--- src/rtl/collision_pkg.sv ---
// -----------------------------------------------------------------------------
// collision_pkg
// Shared types and constants for the ground-collision scheduler:
//   - tile_entry_t  : one ground-tile table entry {valid, x[9:0], y[8:0]}
//   - scan_state_e  : scheduler FSM states (IDLE, SCAN, DRAIN, DONE)
//   - FLAG_*        : bit positions inside the 4-bit {left,right,up,down} flags
//   - PARK_X/PARK_Y : off-screen coordinates driven when no tile is presented
//   - sprite sizes  : character 47x41, ground tile 25x24
//   - make_tile()   : builds the tile layout (rows of 25 tiles along the ground)
// Optional feature macro used by the scheduler: SCAN_EARLY_EXIT_EN.
// -----------------------------------------------------------------------------
package collision_pkg;

  typedef struct packed {
    logic       valid;
    logic [9:0] x;
    logic [8:0] y;
  } tile_entry_t;

  typedef enum logic [1:0] {
    ST_IDLE  = 2'd0,
    ST_SCAN  = 2'd1,
    ST_DRAIN = 2'd2,
    ST_DONE  = 2'd3
  } scan_state_e;

  localparam int FLAG_DOWN  = 0;
  localparam int FLAG_UP    = 1;
  localparam int FLAG_RIGHT = 2;
  localparam int FLAG_LEFT  = 3;

  localparam logic [9:0] PARK_X = 10'h3FF;
  localparam logic [8:0] PARK_Y = 9'h1FF;

  localparam int BLUE_W = 47;
  localparam int BLUE_H = 41;
  localparam int TILE_W = 25;
  localparam int TILE_H = 24;

  // Ground layout: 25 tiles per row, first row at y=456, further rows stack upward.
  localparam int TILES_PER_ROW = 25;
  localparam int GROUND_Y0     = 456;

  function automatic tile_entry_t make_tile(input int idx, input logic valid);
    tile_entry_t e;
    e.valid = valid;
    e.x     = 10'((idx % TILES_PER_ROW) * TILE_W);
    e.y     = 9'(GROUND_Y0 - (idx / TILES_PER_ROW) * TILE_H);
    return e;
  endfunction

endpackage

--- src/rtl/collision_scheduler_if.sv ---
// -----------------------------------------------------------------------------
// collision_scheduler_if
// Bundle of the scheduler's frame/character/checker signals.
//   frame_start   : vsync pulse that starts a scan          (master -> slave)
//   x_blue/y_blue : character position, captured at start   (master -> slave)
//   hit_in        : checker result {left,right,up,down}     (master -> slave)
//   x_ground/y_ground : tile position to the checker        (slave -> master)
//   x_blue_q/y_blue_q : latched character position          (slave -> master)
//   collide_flags/flags_valid : scan result and its strobe  (slave -> master)
//   busy/overrun  : scan in progress / sticky missed-frame  (slave -> master)
// The scheduler uses the slave modport; the environment uses master.
// -----------------------------------------------------------------------------
interface collision_scheduler_if;

  logic       frame_start;
  logic [9:0] x_blue;
  logic [8:0] y_blue;
  logic [3:0] hit_in;
  logic [9:0] x_ground;
  logic [8:0] y_ground;
  logic [9:0] x_blue_q;
  logic [8:0] y_blue_q;
  logic [3:0] collide_flags;
  logic       flags_valid;
  logic       busy;
  logic       overrun;

  modport slave (
    input  frame_start, x_blue, y_blue, hit_in,
    output x_ground, y_ground, x_blue_q, y_blue_q,
           collide_flags, flags_valid, busy, overrun
  );

  modport master (
    output frame_start, x_blue, y_blue, hit_in,
    input  x_ground, y_ground, x_blue_q, y_blue_q,
           collide_flags, flags_valid, busy, overrun
  );

endinterface

--- src/rtl/ground_tile_rom.sv ---
// -----------------------------------------------------------------------------
// ground_tile_rom
// Constant table of N_TILES ground tiles with a registered (1-cycle) read.
//   clk   : system clock
//   rst   : synchronous active-high reset, clears the read register
//   addr  : tile index
//   entry : {valid, x, y} of the tile addressed on the previous cycle
// VALID_MASK bit i gives the valid bit of tile i.
// -----------------------------------------------------------------------------
module ground_tile_rom
  import collision_pkg::*;
#(
  parameter int           N_TILES    = 32,
  parameter int           ADDR_W     = 5,
  parameter logic [255:0] VALID_MASK = {256{1'b1}}
) (
  input  logic              clk,
  input  logic              rst,
  input  logic [ADDR_W-1:0] addr,
  output tile_entry_t       entry
);

  tile_entry_t table_s [N_TILES];
  tile_entry_t entry_r;

  for (genvar gi = 0; gi < N_TILES; gi++) begin : g_table
    assign table_s[gi] = make_tile(gi, VALID_MASK[gi]);
  end

  // Synchronous table read.
  always_ff @(posedge clk) begin
    if (rst) begin
      entry_r <= '{valid: 1'b0, x: 10'd0, y: 9'd0};
    end else begin
      entry_r <= table_s[addr];
    end
  end

  assign entry = entry_r;

endmodule

--- src/rtl/collision_scheduler.sv ---
// -----------------------------------------------------------------------------
// collision_scheduler
// Once per frame, walks the ground-tile table, presents each tile position to an
// external registered collision checker and ORs the checker's {left,right,up,down}
// answers for valid tiles into a 4-bit result.
//   clk : system clock (rising edge)
//   rst : synchronous active-high reset; aborts a scan without a result strobe
//   bus : collision_scheduler_if.slave (frame_start, x/y_blue, hit_in in;
//         x/y_ground, x/y_blue_q, collide_flags, flags_valid, busy, overrun out)
// Timing (frame_start sampled in cycle 0): indices 0..N_TILES-1 issued in cycles
// 1..N_TILES, table output one cycle later, hit_in one cycle after that, two
// DRAIN cycles, then DONE with flags_valid in cycle N_TILES+3.
// Optional macro SCAN_EARLY_EXIT_EN: stop issuing tiles once every flag is set.
// -----------------------------------------------------------------------------
module collision_scheduler
  import collision_pkg::*;
#(
  parameter int           N_TILES         = 32,
  parameter int           ADDR_W          = 5,
  parameter logic [255:0] TILE_VALID_MASK = {256{1'b1}}
) (
  input  logic                  clk,
  input  logic                  rst,
  collision_scheduler_if.slave  bus
);

  localparam logic [ADDR_W-1:0] LAST_IDX = ADDR_W'(N_TILES - 1);
  localparam logic [ADDR_W-1:0] IDX_ONE  = ADDR_W'(1);

  scan_state_e       state_r;
  scan_state_e       state_next_s;
  logic [ADDR_W-1:0] idx_r;
  logic              drain_cnt_r;
  logic              tag1_r;
  logic              tag2_r;
  logic              valid2_r;
  logic [3:0]        acc_r;
  logic [3:0]        acc_next_s;
  logic [3:0]        collide_flags_r;
  logic              flags_valid_r;
  logic              busy_r;
  logic              overrun_r;
  logic [9:0]        x_blue_q_r;
  logic [8:0]        y_blue_q_r;
  logic [9:0]        x_ground_s;
  logic [8:0]        y_ground_s;
  tile_entry_t       rom_entry_s;

  ground_tile_rom #(
    .N_TILES    (N_TILES),
    .ADDR_W     (ADDR_W),
    .VALID_MASK (TILE_VALID_MASK)
  ) u_rom (
    .clk   (clk),
    .rst   (rst),
    .addr  (idx_r),
    .entry (rom_entry_s)
  );

  // Accumulator input: hit_in counts only for an issued tile whose entry is valid.
  always_comb begin
    acc_next_s = acc_r;
    if (tag2_r && valid2_r) begin
      acc_next_s = acc_r | bus.hit_in;
    end else begin
      acc_next_s = acc_r;
    end
  end

  // Next-state logic.
  always_comb begin
    state_next_s = state_r;
    case (state_r)
      ST_IDLE: begin
        if (bus.frame_start) begin
          state_next_s = ST_SCAN;
        end else begin
          state_next_s = ST_IDLE;
        end
      end
      ST_SCAN: begin
        if (idx_r == LAST_IDX) begin
          state_next_s = ST_DRAIN;
`ifdef SCAN_EARLY_EXIT_EN
        end else if (acc_next_s == 4'b1111) begin
          // Every flag is already set; later tiles cannot change the result.
          state_next_s = ST_DRAIN;
`endif
        end else begin
          state_next_s = ST_SCAN;
        end
      end
      ST_DRAIN: begin
        // Second DRAIN cycle is the one in which the last tile's hit_in arrives.
        if (drain_cnt_r) begin
          state_next_s = ST_DONE;
        end else begin
          state_next_s = ST_DRAIN;
        end
      end
      ST_DONE: begin
        state_next_s = ST_IDLE;
      end
      default: begin
        state_next_s = ST_IDLE;
      end
    endcase
  end

  // State, pipeline, accumulator and output registers.
  always_ff @(posedge clk) begin
    if (rst) begin
      state_r         <= ST_IDLE;
      idx_r           <= '0;
      drain_cnt_r     <= 1'b0;
      tag1_r          <= 1'b0;
      tag2_r          <= 1'b0;
      valid2_r        <= 1'b0;
      acc_r           <= 4'b0000;
      collide_flags_r <= 4'b0000;
      flags_valid_r   <= 1'b0;
      busy_r          <= 1'b0;
      overrun_r       <= 1'b0;
      x_blue_q_r      <= 10'd0;
      y_blue_q_r      <= 9'd0;
    end else begin
      state_r  <= state_next_s;
      busy_r   <= (state_next_s != ST_IDLE);
      // Tag follows the index: stage 1 aligns with the table output, stage 2 with hit_in.
      tag1_r   <= (state_r == ST_SCAN);
      tag2_r   <= tag1_r;
      valid2_r <= rom_entry_s.valid;

      if (state_r == ST_IDLE && bus.frame_start) begin
        x_blue_q_r <= bus.x_blue;
        y_blue_q_r <= bus.y_blue;
        acc_r      <= 4'b0000;
        idx_r      <= '0;
      end else begin
        acc_r <= acc_next_s;
        // Index only advances while staying in SCAN, so it parks at its last value.
        if (state_r == ST_SCAN && state_next_s == ST_SCAN) begin
          idx_r <= idx_r + IDX_ONE;
        end else begin
          idx_r <= idx_r;
        end
      end

      if (state_r == ST_DRAIN) begin
        drain_cnt_r <= ~drain_cnt_r;
      end else begin
        drain_cnt_r <= 1'b0;
      end

      // Load on entry to DONE so the result and its strobe are visible during DONE.
      if (state_next_s == ST_DONE) begin
        collide_flags_r <= acc_next_s;
        flags_valid_r   <= 1'b1;
      end else begin
        flags_valid_r   <= 1'b0;
      end

      if (bus.frame_start && state_r != ST_IDLE) begin
        overrun_r <= 1'b1;
      end else begin
        overrun_r <= overrun_r;
      end
    end
  end

  // Present the table entry only for issued tiles; otherwise park off-screen.
  always_comb begin
    x_ground_s = PARK_X;
    y_ground_s = PARK_Y;
    if (tag1_r) begin
      x_ground_s = rom_entry_s.x;
      y_ground_s = rom_entry_s.y;
    end else begin
      x_ground_s = PARK_X;
      y_ground_s = PARK_Y;
    end
  end

  assign bus.x_ground      = x_ground_s;
  assign bus.y_ground      = y_ground_s;
  assign bus.x_blue_q      = x_blue_q_r;
  assign bus.y_blue_q      = y_blue_q_r;
  assign bus.collide_flags = collide_flags_r;
  assign bus.flags_valid   = flags_valid_r;
  assign bus.busy          = busy_r;
  assign bus.overrun       = overrun_r;

endmodule

--- src/flat_wrapper.sv ---
// flat-port wrapper written by rule: the top's interface ports become plain ports
module collision_scheduler_flat import collision_pkg::*;
#(
  parameter int           N_TILES         = 32,
  parameter int           ADDR_W          = 5,
  parameter logic [255:0] TILE_VALID_MASK = {256{1'b1}}
)
  (clk, rst, bus_frame_start, bus_x_blue, bus_y_blue, bus_hit_in, bus_x_ground, bus_y_ground, bus_x_blue_q, bus_y_blue_q, bus_collide_flags, bus_flags_valid, bus_busy, bus_overrun);
  collision_scheduler_if bus_i ();
  input  logic clk;
  input  logic rst;
  input wire logic [$bits(bus_i.frame_start)-1:0] bus_frame_start;
  input wire logic [$bits(bus_i.x_blue)-1:0] bus_x_blue;
  input wire logic [$bits(bus_i.y_blue)-1:0] bus_y_blue;
  input wire logic [$bits(bus_i.hit_in)-1:0] bus_hit_in;
  output wire logic [$bits(bus_i.x_ground)-1:0] bus_x_ground;
  output wire logic [$bits(bus_i.y_ground)-1:0] bus_y_ground;
  output wire logic [$bits(bus_i.x_blue_q)-1:0] bus_x_blue_q;
  output wire logic [$bits(bus_i.y_blue_q)-1:0] bus_y_blue_q;
  output wire logic [$bits(bus_i.collide_flags)-1:0] bus_collide_flags;
  output wire logic [$bits(bus_i.flags_valid)-1:0] bus_flags_valid;
  output wire logic [$bits(bus_i.busy)-1:0] bus_busy;
  output wire logic [$bits(bus_i.overrun)-1:0] bus_overrun;
  assign bus_i.frame_start = bus_frame_start;
  assign bus_i.x_blue = bus_x_blue;
  assign bus_i.y_blue = bus_y_blue;
  assign bus_i.hit_in = bus_hit_in;
  assign bus_x_ground = bus_i.x_ground;
  assign bus_y_ground = bus_i.y_ground;
  assign bus_x_blue_q = bus_i.x_blue_q;
  assign bus_y_blue_q = bus_i.y_blue_q;
  assign bus_collide_flags = bus_i.collide_flags;
  assign bus_flags_valid = bus_i.flags_valid;
  assign bus_busy = bus_i.busy;
  assign bus_overrun = bus_i.overrun;
  collision_scheduler #(.N_TILES(N_TILES), .ADDR_W(ADDR_W), .TILE_VALID_MASK(TILE_VALID_MASK)) u_core (.clk(clk), .rst(rst), .bus(bus_i));
endmodule
--- config.mk ---
export PLATFORM = sky130hd
export DESIGN_NAME = collision_scheduler_flat
export DESIGN_NICKNAME = d
export VERILOG_FILES = /design/src/rtl/collision_pkg.sv /design/src/rtl/collision_scheduler_if.sv /design/src/rtl/ground_tile_rom.sv /design/src/rtl/collision_scheduler.sv /design/src/flat_wrapper.sv
export SDC_FILE = /design/constraint.sdc
export NUM_CORES = 1
export LEC_CHECK = 0
export BUFFER_PORTS_ARGS = -buffer_cell sky130_fd_sc_hd__buf_4
export CORE_UTILIZATION = 28
export DETAILED_ROUTE_END_ITERATION = 16
export PLACE_DENSITY = 0.52
export RECOVER_POWER = 50
export SLEW_MARGIN = 25
export SYNTH_ARGS = -nofsm -noshare
export SYNTH_HDL_FRONTEND = slang
export SYNTH_HIERARCHICAL = 1
export SYNTH_SLANG_ARGS = --single-unit
--- constraint.sdc ---
create_clock -name clk -period 2.6 [get_ports clk]
set_input_delay 0.52 -clock clk [delete_from_list [all_inputs] [get_ports clk]]
set_output_delay 0.52 -clock clk [all_outputs]
set_load 0.03 [all_outputs]
# Word level (Yosys, flattened, before mapping)
# Memory sizes are Yosys's and may differ from the RTL's. A register that Yosys moved wholly into a read port is not among the register bits.
# Cells that the tools add are included.
word_totals:
  memories: 1
  word_cells: 42
  reg_bits: 41
  mem_bits_ro: 640
  out_inout_bits: 45
  in_bits: 26
memory_table:
  columns: ["memory", "depth", "word_bits", "rd", "rd_clocked_by_memory_dff", "wr", "line_no", "rtl"]
  rows:
  - ["(name not given)", 32, 20, 1, 1, 0, "ground_tile_rom.sv:35", "entry_r <= table_s[addr];"]
classes:
  addsub: 1
  reduce_logical: 9
  muxes: 8
  bitwise: 4
  n_eq_ne: 6
op_table:
  columns: ["cell", "n"]
  rows:
  - ["2-to-1 mux 10 bit", 1]
  - ["2-to-1 mux 9 bit", 1]
  - ["case mux 2 bit (4 select lines)", 1]
  - ["== test 2 bit, second input constant", 3]
  - ["inverter 5 -> 6 bit", 1]
  - ["adder 5 x 1 -> 5 bit, second input constant", 1]
  - ["== test 5 bit, second input constant", 1]
  - ["== test 2 x 1 -> 1 bit, second input constant", 2]
  - ["logical AND 1 bit", 4]
  - ["2-to-1 mux 4 bit", 1]
  - ["bitwise OR 4 bit", 1]
  - ["nonzero test 2 bit", 2]
  - ["OR reduction 2 bit", 2]
  - ["2-to-1 mux 1 bit", 3]
  - ["logical NOT 2 bit", 1]
  - ["2-to-1 mux 2 bit", 1]
  - ["inverter 1 bit", 2]

# Logic depth before layout (Yosys ltp)
# Gate-level depths: netlist of run 1.
logic_depth:
  word_depth: 5
  depth_mapped: 6
  mapped_depth_nobuf: 6

# By module
# Netlist of run 1, hierarchy kept.
by_module_without_submodules:
  columns: ["module", "cells_each", "area_per_inst_um2", "seq_area_each_um2", "n_inst"]
  rows:
  - ["collision_scheduler", 187, 1606.5, 820.8, 1]
  - ["ground_tile_rom", 86, 808.3, 260.2, 1]

# Worst setup path after synthesis of run 1
# OpenSTA, ideal clock, no wires.
synth_timing:
  kind: "register -> register"
  from: "reg u_core.idx_r[0]"
  to: "reg u_core.idx_r[3]"
  synth_period_minus_slack_ns: 1.960
  n_path_buf: 0
  path_slack_ns: 0.640
  path_stages_with_launch: 7
  setup_ns: 0.066
  arrival_ns: 1.894
  required_time_ns: 2.534
  path_cell_list: "dfxtp_1 ha_1 and3_1 ha_1 or3b_4 or3_1 a21oi_2"
synth_via:
  elab_chain_len: 5
  elab_cells_between_ends: 6
  cone_classes: "1 x add/sub; 2 x eq/ne; 2 x mux; 1 x reduce/logical"
synth_rtl:
  columns: ["item", "line_no", "rtl"]
  rows:
  - ["start, declared", "collision_scheduler.sv:32", "logic [ADDR_W-1:0] idx_r;"]
  - ["start signal, assigned", "collision_scheduler.sv:143", "idx_r <= idx_r + IDX_ONE;"]
  - ["start signal, assigned", "collision_scheduler.sv:145", "idx_r <= idx_r;"]
  - ["== test 5 bit", "collision_scheduler.sv:82", "if (idx_r == LAST_IDX) begin"]
  - ["2-to-1 mux 2 bit", "collision_scheduler.sv:82", null]
  - ["case mux 2 bit (4 select lines)", "collision_scheduler.sv:73", "case (state_r)"]
  - ["== test 2 x 1 -> 1 bit", "collision_scheduler.sv:142", "if (state_r == ST_SCAN && state_next_s == ST_SCAN) begin"]
  - ["logical AND 1 bit", "collision_scheduler.sv:142", null]
# Parallel ways exist; a longest one is shown, timed or not.
# A chain may end at the register's enable or synchronous reset.

# Worst setup path in the final report of run 1
layout_timing:
  from: "reg u_core.idx_r[1]"
  to: "reg u_core.idx_r[3]"
# Same word-level chain as after synthesis.

==> key figures, run 1 <==
Status
  – Status: finished clean

Timing
  – Fin crit share: 0.810
  – Worst slew pin tran: 1.19 ns
  – Setup Skew: 0.0118 ns
  – Final Setup Violations: 0
  – Worst setup margin: 0.493 ns
  – RSZ-0062 raised after global routing: false
  – Max-Slew Margin vs Limit: 0.202
  – Slew Viols, Final: 0
  – Max Freq: 475 MHz
  – Period minus WS final: 2.11 ns
  – Setup_tns: 0 ns
  – Final Hold Fails: 0

Logic synthesis
  – Mux share of post-synthesis cell area: 0.0326
  – Yosys cell types: 46
  – Xor/xnor cell area share of the yosys netlist: 0.0145
  – Area contributors post-synth: dfxtp_1 45%, nand2b_1 7.0%, nand2_1 6.8%, a21oi_1 5.8%, ha_1 5.2%
  – Cell with the most instances after synthesis: dfxtp_1
  – FFs w/ async S/R, synth: 0
  – Syn. warnings: 6
  – Syn avg cell area: 8.85 um2
  – Post-synth EDFFs: 0
  – Post-synth top flop: dfxtp_1
  – Share of the synthesized area in the top cell type: 0.448
  – Main combinational cell family by area after synthesis: simple AND/OR/NAND/NOR gates
  – Sequential share of the synthesized area: 0.448
  – Simple-gate portion of the synthesized area: 0.238
  – Syn Inst Count: 273
  – Area leader, netlist: dfxtp_1
  – Post-synthesis compound-gate area fraction: 0.145
  – Synth top cells by count: 54 x dfxtp_1, 44 x nand2_1, 28 x a21oi_1
  – Synthesized-area fraction occupied by adder cells: 0.0518
  – Flops & latches, synth: 54
  – Mapped Area: 2410 um2

Final layout
  – Final core utilization: 0.354
  – Layout area overhead: 21.5%
  – N_diodes: 0
  – Filler cell count: 897
  – Non-Filler Instances: 435
  – Share of cells above drive strength 1: 0.191
  – Nets: 365

Hold path
  – Startpoint of the worst hold path: bus_y_blue[6]
  – WHS Endpoint: u_core/bus.y_blue_q[6]$_SDFFE_PP0P_
  – Hold Crit Depth: 3
  – Worst min path class: in2reg

Clocking
  – CTS tree: built
  – Setup repair bufs after CTS: 0
  – Reg clk slew, reported paths: 0.10 ns
  – Root buf cell: clkbuf_8
  – PostCTS Resize Cnt: 0
  – H-tree depth: 2
  – Clock tree buffer depth: 2
  – Clock Sinks: 54
  – CTS Buf Count: 5
  – Hold bufs inserted after CTS: 0
  – Clk_lat worst skew: 0.30 ns

Setup path
  – Worst path required time: 2.83 ns
  – Crit path kind: reg2reg
  – RR Endpoint: u_core/idx_r[3]$_SDFFE_PP0P_
  – CP startpoint kind: register
  – R2r worst-path depth: 6
  – Worst EP arrival: 2.34 ns
  – Crit-path max FO: 12
  – FF-to-FF setup slack: 0.49 ns
  – Worst r2r src: u_core/idx_r[1]$_SDFFE_PP0P_
  – Worst setup EP type: register

Floorplan
  – Chip Height: 94.9 um
  – Site Rows: 33
  – # IOs: 71
  – Area of the die: 9000 um2
  – Core ar.: 8300 um2
  – Die width: 94.9 um
  – Starting Density: 0.291

Job
  – Max-cap violations: 0

Route
  – Vias: 1,917
  – Drt wl/cell: 11.9 um
  – # DRC: 0
  – Initial DRC count: 100
  – DRT antenna net count: 0
  – Vias per Instance: 4.41
  – DR pass1 iterations: 4
  – Wirelength, routed: 5160 um

Placed design
  – Setup WS pre-CTS: 0.524 ns
  – HPWL Detailed: 3540 um
  – Placed Cells: 427
  – Routability congestion estimate from global placement: 0.785
  – I/O Buffers: 70

Power
  – Total power: 1.58 mW
  – Maximum vdd ir drop: 0.000201 V
  – PD cells: 539 nW/um2
  – Pleak: 1.11 nW

GRT
  – Largest net degree at the start of global routing: 46
  – Vias in the first global route: 1,664
  – Grt ovf: 0
  – Antenna violations before repair: 0
  – First-pass GRT wire length: 8060 um
  – GR Util All Layers: 0.114
[area by class of cell]
type / count / area (um2) / share of cell area
inverters: 7 / 26.3 / 0.00896
well taps: 105 / 131 / 0.0448
multi-input cells: 190 / 1180 / 0.401
clock buffers: 6 / 72.6 / 0.0247
repair buffers: 71 / 433 / 0.148
flip-flops and latches: 54 / 1080 / 0.368
clock inverters: 2 / 13.8 / 0.00469
[critical path, stage by stage (launching register included)]
cell	delay, ns
dfxtp_1	0.45
ha_1	0.25
and3_1	0.18
ha_1	0.24
or3b_4	0.43
or3_1	0.37
a21oi_2	0.13
[sequential cells by signal, summed over array words and instances (netlist names), 2 cells and up]
signal                    flops
u_core/acc_r                  4
u_core/bus.collide_flags      4
u_core/bus.x_blue_q          10
u_core/bus.y_blue_q           9
u_core/idx_r                  5
u_core/state_r                2
u_core/u_rom/entry           13
[how the worst max path moves through the flow]
stage | from | end | slack, ns | cells past startpoint
floorplan | u_core/idx_r[0]$_SDFFE_PP0P_ | u_core/idx_r[3]$_SDFFE_PP0P_ | 0.64 | 6
global placement | u_core/idx_r[0]$_SDFFE_PP0P_ | u_core/idx_r[3]$_SDFFE_PP0P_ | 0.57 | 6
detailed placement | u_core/idx_r[0]$_SDFFE_PP0P_ | u_core/idx_r[3]$_SDFFE_PP0P_ | 0.52 | 6
CTS | u_core/idx_r[1]$_SDFFE_PP0P_ | u_core/idx_r[3]$_SDFFE_PP0P_ | 0.49 | 6
global route | u_core/idx_r[1]$_SDFFE_PP0P_ | u_core/idx_r[3]$_SDFFE_PP0P_ | 0.40 | 6
finish | u_core/idx_r[1]$_SDFFE_PP0P_ | u_core/idx_r[3]$_SDFFE_PP0P_ | 0.49 | 6
[placed cells by master, fill, tap and decap left out, drive strengths merged, types with 4 or more instances in the layout]
| cell | netlist | layout |
|---|---|---|
| a311oi | 4 | 4 |
| o21ai | 4 | 4 |
| a31oi | 5 | 5 |
| nand2 | 44 | 44 |
| inv | 7 | 7 |
| clkbuf | 9 | 33 |
| a21oi | 29 | 29 |
| dfxtp | 54 | 54 |
| ha | 10 | 10 |
| a211oi | 7 | 7 |
| nor2 | 16 | 16 |
| nor3b | 4 | 4 |
| buf | 15 | 44 |
| nand2b | 27 | 27 |
[per-stage QoR]
| stage | cell area, um2 | hold WS [ns] |
|---|---|---|
| 2_1_floorplan | 2420 | 0.414 |
| 3_3_place_gp | 2950 | 0.429 |
| 3_5_place_dp | 2950 | 0.439 |
| 4_1_cts | 3040 | 0.436 |
| 5_1_grt | 2930 | 0.439 |
| 6_report | 2930 | 0.450 |
[cell families (layout without fill, tap and decap cells)]
family,count (synthesis),after routing
mux,6,6
simple gates,111,111
buf+inv,31,86
xor+xnor,4,4
other cells,1,3
fa+ha+maj,10,10
compound gates,56,56
flops,54,54
[routing by layer]
metal,up-vias,GRT usage,part of all wire
met5,-,0,0
met4,0,0.0417,0.013
met3,4,0.0217,0.038
met2,35,0.181,0.47
met1,860,0.153,0.48
li1,1018,-,-
[power by group]
part           total, mW  internal (mW)  switching (mW)
combinational      0.245         0.0925           0.153
sequential         0.881          0.857          0.0247
clock              0.455          0.191           0.264
total               1.58           1.14           0.441
Note: power is estimated with default switching activity, not from simulation.
==> run 2, diff against run 1 <==
clock period = 2.1 ns   (was 2.6 ns; I/O delays follow)
==> key figures, run 2 (same netlist as run 1, synthesis figures left out) <==
Route
  – Vias per Instance: 4.50 (+2.0%)
  – DRT antenna net count: 0 (unchanged)
  – Vias: 1,992 (+3.9%)
  – # DRC: 0 (unchanged)
  – Drt wl/cell: 11.6 um (-2.1%)
  – DR pass1 iterations: 4 (unchanged)
  – Wirelength, routed: 5140 um (-0.35%)
  – Initial DRC count: 74 (-26%)

Timing
  – Worst slew pin tran: 0.929 ns (-0.262 ns)
  – Max Freq: 513 MHz (+8.1%)
  – Fin crit share: 0.928 (+0.118)
  – Setup Skew: 0.0118 ns (+0.0000214 ns)
  – RSZ-0062 raised after global routing: false
  – Final Setup Violations: 0 (unchanged)
  – Period minus WS final: 1.95 ns (-0.158 ns)
  – Slew Viols, Final: 0 (unchanged)
  – Final Hold Fails: 0 (unchanged)
  – Max-Slew Margin vs Limit: 0.381 (+0.178)
  – Setup_tns: 0 ns (unchanged)

Power
  – Maximum vdd ir drop: 0.000258 V (+28%)
  – PD cells: 655 nW/um2 (+22%)
  – Pleak: 1.15 nW (+3.5%)

Final layout
  – Layout area overhead: 24.0%
  – N_diodes: 0 (unchanged)
  – Area occupied by multi-input gates: 1180 um2 (+0.53%)
  – Most common cell after layout, fill and taps aside: dfxtp_1
  – Largest register FFs: 13 (unchanged)
  – Share of cells above drive strength 1: 0.207 (+0.0162)
  – Post-route cell area: 2990 um2 (+2.0%)
  – Filler cell count: 901 (+0.45%)
  – Most frequent cells in the layout: 54 x dfxtp_1, 50 x buf_4, 44 x nand2_1
  – Nets: 373 (+2.2%)
  – Storage cell area: 1080 um2 (unchanged)

GRT
  – GR Util All Layers: 0.115 (+0.00137)
  – Largest net degree at the start of global routing: 46 (unchanged)
  – First-pass GRT wire length: 8220 um (+2.0%)
  – Vias in the first global route: 1,705 (+2.5%)
  – Grt ovf: 0 (unchanged)
  – Antenna violations before repair: 0 (unchanged)

Clocking
  – CTS tree: built
  – Root buf cell: clkbuf_8
  – PostCTS Resize Cnt: 0 (unchanged)
  – Reg clk slew, reported paths: 0.10 ns (about the same)
  – Setup repair bufs after CTS: 0 (unchanged)
  – Clk_lat worst skew: 0.30 ns (about the same)
  – H-tree depth: 2 (unchanged)
  – CTS Buf Count: 5 (unchanged)
  – Hold bufs inserted after CTS: 0 (unchanged)
  – Clock tree buffer depth: 2 (unchanged)
  – Clock Sinks: 54 (unchanged)

Floorplan
  – # IOs: 71 (unchanged)
  – Core ar.: 8300 um2 (unchanged)
  – Area of the die: 9000 um2 (unchanged)
  – Die width: 94.9 um (unchanged)
  – Starting Density: 0.291 (unchanged)
  – Chip Height: 94.9 um (unchanged)
  – Site Rows: 33 (unchanged)

Setup path
  – Worst setup EP type: register
  – CP startpoint kind: register
  – Crit-path max FO: 5 (-7)
  – Crit path kind: reg2reg
  – Worst path required time: 2.33 ns (-0.50 ns)
  – Worst EP arrival: 2.18 ns (-0.16 ns)

Job
  – Max-cap violations: 0 (unchanged)

Status
  – Status: finished clean

Placed design
  – HPWL Detailed: 3650 um (+3.3%)
  – I/O Buffers: 70 (unchanged)
  – Area after DPL: 3010 um2 (+2.0%)
  – Routability congestion estimate from global placement: 0.778 (-0.79%)

Hold path
  – Worst min path class: in2reg
==> run 2: changes by cell type in the layout (fill, tap and decap cells not counted), sizes merged <==
cell and change:
clkbuf +2, buf +6
==> run 2: power by group <==
group	internal (mW)	switching [mW]
combinational	0.119	0.197
clock	0.236	0.324
sequential	1.06	0.0242
total	1.42	0.546
==> run 2: stage by stage <==
step	hold WS, ns	util	instances	setup WS [ns]	power [mW]
floorplan	0.414	-	275	0.140	1.33
global placement	0.434	0.362	435	0.226	1.45
detailed placement	0.438	0.363	435	0.162	1.45
CTS	0.333	0.374	443	0.146	2.03
global route	0.334	0.361	443	0.108	2.08
finish	0.351	0.361	443	0.151	1.96
==> run 2: path summary, 6_finish.rpt <==
path	to	start	slack, ns	cells after the start
hold / removal	u_core/bus.y_blue_q[4]$_SDFFE_PP0P_	bus_y_blue[4]	0.35	3
setup reg to reg	u_core/idx_r[3]$_SDFFE_PP0P_	u_core/idx_r[0]$_SDFFE_PP0P_	0.15	6
setup / recovery	u_core/idx_r[3]$_SDFFE_PP0P_	u_core/idx_r[0]$_SDFFE_PP0P_	0.15	6
hold reg to reg	u_core/bus.overrun$_SDFFE_PP0P_	u_core/bus.overrun$_SDFFE_PP0P_	0.45	2
==> run 2: cell type report <==
class	instances	share of cell area
Clock buffer	6	0.0242
Clock inverter	2	0.00460
Inverter	7	0.00878
Multi-Input combinational cell	190	0.395
Sequential cell	54	0.361
Tap cell	105	0.0439
Timing Repair Buffer	79	0.163
==> run 2: critical path: stages, from the launching register on <==
cell     delay [ns]
dfxtp_1        0.32
ha_1           0.21
and3_1         0.18
ha_1           0.23
or3b_4         0.43
or3_1          0.37
a21oi_2        0.13
==> run 2: per-layer routing <==
layer	part of all wire	track usage	up-vias
met1	0.49	0.159	911
met5	0	0	-
met3	0.036	0.0193	6
met2	0.46	0.180	42
met4	0.013	0.0417	0
li1	-	-	1033
